$ cat src/rtl/jedro_1_defines.sv
// Shared definitions for the core-local interruptor: register offsets,
// reset constants and the byte-enable merge used by all bus writes.
package jedro_1_defines;

  localparam int unsigned CLINT_BUS_BE_WIDTH = 4;

  localparam logic [7:0] CLINT_ADDR_MSIP        = 8'h00;
  localparam logic [7:0] CLINT_ADDR_MTIMECMP_LO = 8'h08;
  localparam logic [7:0] CLINT_ADDR_MTIMECMP_HI = 8'h0C;
  localparam logic [7:0] CLINT_ADDR_MTIME_LO    = 8'h10;
  localparam logic [7:0] CLINT_ADDR_MTIME_HI    = 8'h14;

  localparam logic [63:0] CLINT_MTIMECMP_RST = 64'hFFFF_FFFF_FFFF_FFFF;

  typedef enum logic [2:0] {
    CLINT_REG_MSIP,
    CLINT_REG_MTIMECMP_LO,
    CLINT_REG_MTIMECMP_HI,
    CLINT_REG_MTIME_LO,
    CLINT_REG_MTIME_HI,
    CLINT_REG_NONE
  } clint_reg_e;

  // Replaces only the bytes selected by be, keeping the rest of old_v.
  function automatic logic [31:0] clint_be_merge(input logic [31:0] old_v,
                                                 input logic [31:0] new_v,
                                                 input logic [CLINT_BUS_BE_WIDTH-1:0] be);
    logic [31:0] merged;
    merged = old_v;
    for (int i = 0; i < CLINT_BUS_BE_WIDTH; i++) begin
      if (be[i]) merged[i*8 +: 8] = new_v[i*8 +: 8];
    end
    return merged;
  endfunction

endpackage

$ cat src/rtl/jedro_1_clint_prescaler.sv
// Tick generator for mtime: counts 0..PRESCALER-1 and asserts tick_o while
// the count sits at its last value, so PRESCALER=1 ticks every cycle.
module jedro_1_clint_prescaler #(
  parameter int unsigned PRESCALER = 1
) (
  input  logic clk_i,
  input  logic rst_i,
  output logic tick_o
);

  localparam int unsigned CntW = (PRESCALER > 1) ? $clog2(PRESCALER) : 1;
  localparam logic [CntW-1:0] CntMax = CntW'(PRESCALER - 1);

  logic [CntW-1:0] cnt_q;
  logic [CntW-1:0] cnt_d;

  assign tick_o = (cnt_q == CntMax);
  assign cnt_d  = tick_o ? '0 : cnt_q + 1'b1;

  always_ff @(posedge clk_i or posedge rst_i) begin
    if (rst_i) cnt_q <= '0;
    else       cnt_q <= cnt_d;
  end

endmodule

$ cat src/rtl/jedro_1_clint.sv
// Core-local interruptor: mtime/mtimecmp/msip behind a single-cycle bus slave,
// driving the level timer and software interrupt lines toward the core.
module jedro_1_clint
  import jedro_1_defines::*;
#(
  parameter int unsigned DATA_WIDTH = 32,
  parameter int unsigned ADDR_WIDTH = 5,
  parameter int unsigned PRESCALER  = 1
) (
  input  logic                          clk_i,
  input  logic                          rst_i,
  input  logic                          req_i,
  input  logic                          we_i,
  input  logic [CLINT_BUS_BE_WIDTH-1:0] be_i,
  input  logic [ADDR_WIDTH-1:0]         addr_i,
  input  logic [DATA_WIDTH-1:0]         wdata_i,
  output logic                          rvalid_o,
  output logic [DATA_WIDTH-1:0]         rdata_o,
  output logic                          err_o,
  output logic                          timer_irq_o,
  output logic                          sw_irq_o
);

  clint_reg_e            reg_sel;
  logic                  addr_err;
  logic                  wr_en;
  logic                  tick;
  logic [DATA_WIDTH-1:0] rd_val;

  logic [63:0]           mtime_q, mtime_d;
  logic [63:0]           mtimecmp_q, mtimecmp_d;
  logic                  msip_q, msip_d;
  logic                  timer_irq_q, timer_irq_d;
  logic                  rvalid_q, rvalid_d;
  logic                  err_q, err_d;
  logic [DATA_WIDTH-1:0] rdata_q, rdata_d;

  jedro_1_clint_prescaler #(
    .PRESCALER (PRESCALER)
  ) u_prescaler (
    .clk_i  (clk_i),
    .rst_i  (rst_i),
    .tick_o (tick)
  );

  always_comb begin
    reg_sel = CLINT_REG_NONE;
    if (addr_i[1:0] == 2'b00) begin
      case (addr_i)
        ADDR_WIDTH'(CLINT_ADDR_MSIP):        reg_sel = CLINT_REG_MSIP;
        ADDR_WIDTH'(CLINT_ADDR_MTIMECMP_LO): reg_sel = CLINT_REG_MTIMECMP_LO;
        ADDR_WIDTH'(CLINT_ADDR_MTIMECMP_HI): reg_sel = CLINT_REG_MTIMECMP_HI;
        ADDR_WIDTH'(CLINT_ADDR_MTIME_LO):    reg_sel = CLINT_REG_MTIME_LO;
        ADDR_WIDTH'(CLINT_ADDR_MTIME_HI):    reg_sel = CLINT_REG_MTIME_HI;
        default:                             reg_sel = CLINT_REG_NONE;
      endcase
    end
  end

  assign addr_err = (reg_sel == CLINT_REG_NONE);
  // A write with no byte enables is a plain no-op, so it must not block the tick.
  assign wr_en    = req_i && we_i && !addr_err && (be_i != '0);

  always_comb begin
    rd_val = '0;
    case (reg_sel)
      CLINT_REG_MSIP:        rd_val[0] = msip_q;
      CLINT_REG_MTIMECMP_LO: rd_val = mtimecmp_q[31:0];
      CLINT_REG_MTIMECMP_HI: rd_val = mtimecmp_q[63:32];
      CLINT_REG_MTIME_LO:    rd_val = mtime_q[31:0];
      CLINT_REG_MTIME_HI:    rd_val = mtime_q[63:32];
      default:               rd_val = '0;
    endcase
  end

  always_comb begin
    rvalid_d = req_i;
    err_d    = req_i && addr_err;
    rdata_d  = (req_i && !we_i && !addr_err) ? rd_val : '0;
  end

  // A write to either mtime half overrides the tick; the other half holds.
  always_comb begin
    mtime_d     = tick ? mtime_q + 64'd1 : mtime_q;
    mtimecmp_d  = mtimecmp_q;
    msip_d      = msip_q;
    timer_irq_d = (mtime_q >= mtimecmp_q);
    if (wr_en) begin
      case (reg_sel)
        CLINT_REG_MSIP:        if (be_i[0]) msip_d = wdata_i[0];
        CLINT_REG_MTIMECMP_LO: mtimecmp_d[31:0]  = clint_be_merge(mtimecmp_q[31:0], wdata_i, be_i);
        CLINT_REG_MTIMECMP_HI: mtimecmp_d[63:32] = clint_be_merge(mtimecmp_q[63:32], wdata_i, be_i);
        CLINT_REG_MTIME_LO:    mtime_d = {mtime_q[63:32], clint_be_merge(mtime_q[31:0], wdata_i, be_i)};
        CLINT_REG_MTIME_HI:    mtime_d = {clint_be_merge(mtime_q[63:32], wdata_i, be_i), mtime_q[31:0]};
        default: ;
      endcase
    end
  end

  always_ff @(posedge clk_i or posedge rst_i) begin
    if (rst_i) begin
      mtime_q     <= '0;
      mtimecmp_q  <= CLINT_MTIMECMP_RST;
      msip_q      <= 1'b0;
      timer_irq_q <= 1'b0;
      rvalid_q    <= 1'b0;
      err_q       <= 1'b0;
      rdata_q     <= '0;
    end else begin
      mtime_q     <= mtime_d;
      mtimecmp_q  <= mtimecmp_d;
      msip_q      <= msip_d;
      timer_irq_q <= timer_irq_d;
      rvalid_q    <= rvalid_d;
      err_q       <= err_d;
      rdata_q     <= rdata_d;
    end
  end

  assign rvalid_o    = rvalid_q;
  assign err_o       = err_q;
  assign rdata_o     = rdata_q;
  assign timer_irq_o = timer_irq_q;
  assign sw_irq_o    = msip_q;

endmodule

$ cat config.mk
export PLATFORM = sky130hd
export DESIGN_NAME = jedro_1_clint
export DESIGN_NICKNAME = d
export VERILOG_FILES = /design/src/rtl/jedro_1_defines.sv /design/src/rtl/jedro_1_clint_prescaler.sv /design/src/rtl/jedro_1_clint.sv
export SDC_FILE = /design/constraint.sdc
export NUM_CORES = 1
export LEC_CHECK = 0
export ABC_AREA = 1
export BUFFER_PORTS_ARGS = -buffer_cell sky130_fd_sc_hd__buf_2
export CAP_MARGIN = 10
export CORE_UTILIZATION = 55
export CTS_BUF_LIST = sky130_fd_sc_hd__clkbuf_4 sky130_fd_sc_hd__clkbuf_8
export DETAILED_ROUTE_END_ITERATION = 7
export PLACE_DENSITY = 0.74
export SLEW_MARGIN = 10
export SYNTH_ARGS = -nofsm -noshare
export SYNTH_HDL_FRONTEND = slang
export SYNTH_SLANG_ARGS = --single-unit
export TNS_END_PERCENT = 30
$ cat constraint.sdc
create_clock -name clk_i -period 7.59 [get_ports clk_i]
set_input_delay 0.759 -clock clk_i [delete_from_list [all_inputs] [get_ports clk_i]]
set_output_delay 0.759 -clock clk_i [all_outputs]
set_load 0.05 [all_outputs]
==> impl_metrics.json <==
{
  "use_met1_pct": 50.01,
  "met3_usage_pct": 6.352,
  "p_leak_nw": 5.398,
  "synth_ff_type": "dfrtp_1",
  "slew_viol_final": 0,
  "syn_area_per_cell_sq_um": 7.048,
  "critPathCaptureType": "flip-flop",
  "path_class": "in2reg",
  "cap_violations": 0,
  "antenna_found_initial": 0,
  "status": "complete, no violations",
  "max-slew-margin-rel_pct": 31.59,
  "synth_edf_count": 0,
  "cts.path.max_buffers": 2,
  "syn2layout_area_growth_pct": 8.571,
  "nNetsFinal": 1771,
  "cts_buffers": 17,
  "synth.largest_area_cell": "dfrtp_1",
  "final_util_pct": 60.74,
  "irDropWorstVdd_mv": 0.1333,
  "grt_overflow": 0,
  "grt_use_total_pct": 36.53,
  "synthCells": 1601,
  "grt-busiest-layer": "met2",
  "wl_per_cell_microns": 19.25,
  "wirelength_microns": 37410,
  "drc": 0,
  "row_count": 52,
  "boundaryPins": 81,
  "ctsHoldBuffers": 0,
  "placedInstanceArea_sq_um": 11840,
  "grt_pass1_vias": 10680,
  "crit_path_max_fanout": 48,
  "setup_viol": 0,
  "drive_gt1_share_pct": 13.57,
  "start_util_pct": 55.95,
  "yosysWarnings": 0,
  "finalSetupTns_ps": 0,
  "syn_nets": 1711,
  "ys_ff_latch": 164,
  "worstSetupStartpoint": "addr_i[2]",
  "synth_commonest_cells": "nand2_1, nor2_1, inv_1, dfrtp_1, nand3_1",
  "period_share_pct": 46.07,
  "vias": 11350,
  "use_met2_pct": 56.66,
  "worst_pin_slew_ps": 1020,
  "cts-root-buf": "clkbuf_8",
  "clk_pin_slew_ps": 100,
  "crit-reg2reg-capture": "mtime_q[30]",
  "num_antenna_cells": 0,
  "hpwl_microns": 28200,
  "synth_top_area_share_pct": 22.18,
  "cts_tree": "yes",
  "gp_congestion": 1.015,
  "cts_sinks": 164,
  "ff2ff_setup_slack_ps": 5170,
  "die_x_microns": 145.2,
  "fmax_mhz": 286.0,
  "fin_skew_ps": 18.32,
  "r2r.worst_path.cells": 11,
  "worstPathRequired_ps": 7940,
  "dr.pass1.iters": 6,
  "dieHeight_microns": 145.2,
  "ys_seq_area_share_pct": 37.08,
  "synth.distinct_cells": 44,
  "initialDrtViolationCount": 1204,
  "ant_nets": 0,
  "start_kind": "primary input",
  "synth_area_sq_um": 11280,
  "final_hold_viol_count": 0,
  "cp.arrival_ps": 3850,
  "synth.most_common_cell": "nand2_1",
  "synth_area_leaders": "dfrtp_1, dfstp_2, nand2_1",
  "dp.cells": 1912,
  "post_cts_buffers": 0,
  "final_area_sq_um": 12250,
  "hold_path.class": "in2async",
  "grt_start_max_net_pins": 68,
  "dieArea_sq_um": 21090,
  "fillers": 1941,
  "io_buffer_count": 80,
  "period_minus_slack_ps": 3497,
  "grt_pass1_wl_microns": 59110,
  "register_area_sq_um": 4184,
  "synthArstFlopShare_pct": 100.0,
  "vias_per_cell": 5.842,
  "rsz0062_at_grt": "no",
  "power.density_nw_per_um2": 172.7,
  "power_mw": 2.116,
  "rr_startpoint": "mtime_q[0]",
  "insertion_delay_ps": 480,
  "core_sq_um": 20170,
  "cts_max_level": 4,
  "multi_input_area_sq_um": 6078,
  "stdcell_count": 1943,
  "ctsResizeCount": 0
}
-- layout by cell type, fill, tap and decap left out, drive strengths merged, types with 25 or more instances in the layout --
cell and count:
buf 87, nor2 224, nand2 448, nand4 25
dfrtp 100, inv 212, a221oi 31, ha 65
o22ai 33, a21oi 49, nand3 97, dfstp 64
o21ai 150
-- power breakdown --
group / internal [mW] / switching (mW) / leakage [nW] / total (mW)
Clock: 0.327 / 0.363 / 0.193 / 0.690
Combinational: 0.143 / 0.254 / 3.25 / 0.397
Sequential: 0.930 / 0.0993 / 1.95 / 1.03
Total: 1.40 / 0.717 / 5.40 / 2.12
-- per-layer routing --
metal,wire [microns],part of all wire (%)
met5,0,0
met3,3398,9.1
met4,1591,4.3
met2,16480,44
met1,15940,43
-- state kept, by name, summed over array words and instances, names as in the netlist --
signal       cells
rdata_o         32
timer_irq_o      1
rvalid_o         1
mtime_q         64
err_o            1
mtimecmp_q      64
sw_irq_o         1
-- critical path, cell delays in order --
cell	delay (ps)
buf_2	210
inv_2	270
o21ai_1	110
a21oi_2	250
nand4_4	540
inv_2	880
nand2_1	470
inv_1	230
o21ai_0	100
-- per-stage QoR --
stage	hold slack (ps)	setup slack, ps
3_3_place_gp	461.4	3786
6_report	365.9	4093
3_5_place_dp	464.6	3644
4_1_cts	380.3	4138
5_1_grt	401.8	3841
2_1_floorplan	450.0	2504
-- area by class of cell --
class,instances,area share (%)
clock buffers,17,1.910
clock inverters,14,1.430
inverters,209,6.444
multi-input cells,1182,49.61
flip-flops and latches,164,34.15
well taps,270,2.757
repair buffers,87,3.697
-- how the worst max path moves through the flow --
stage                     cells past startpoint           to  slack (ps)
after floorplan                               1        err_o        2500
after global placement                        9  mtime_q[10]        3790
after detailed placement                      9  mtime_q[10]        3640
after CTS                                     9  mtime_q[10]        4140
after global routing                         10  mtime_q[15]        3840
final                                         9  mtime_q[10]        4090
-- cell families after synthesis --
group | Yosys count | share of synthesized area (%)
simple gates | 816 | 30.38
xor+xnor | 22 | 1.708
fa+ha+maj | 65 | 7.207
buf+inv | 255 | 9.136
compound gates | 279 | 14.49
flops | 164 | 37.08
(Power assumes the default switching activity.)
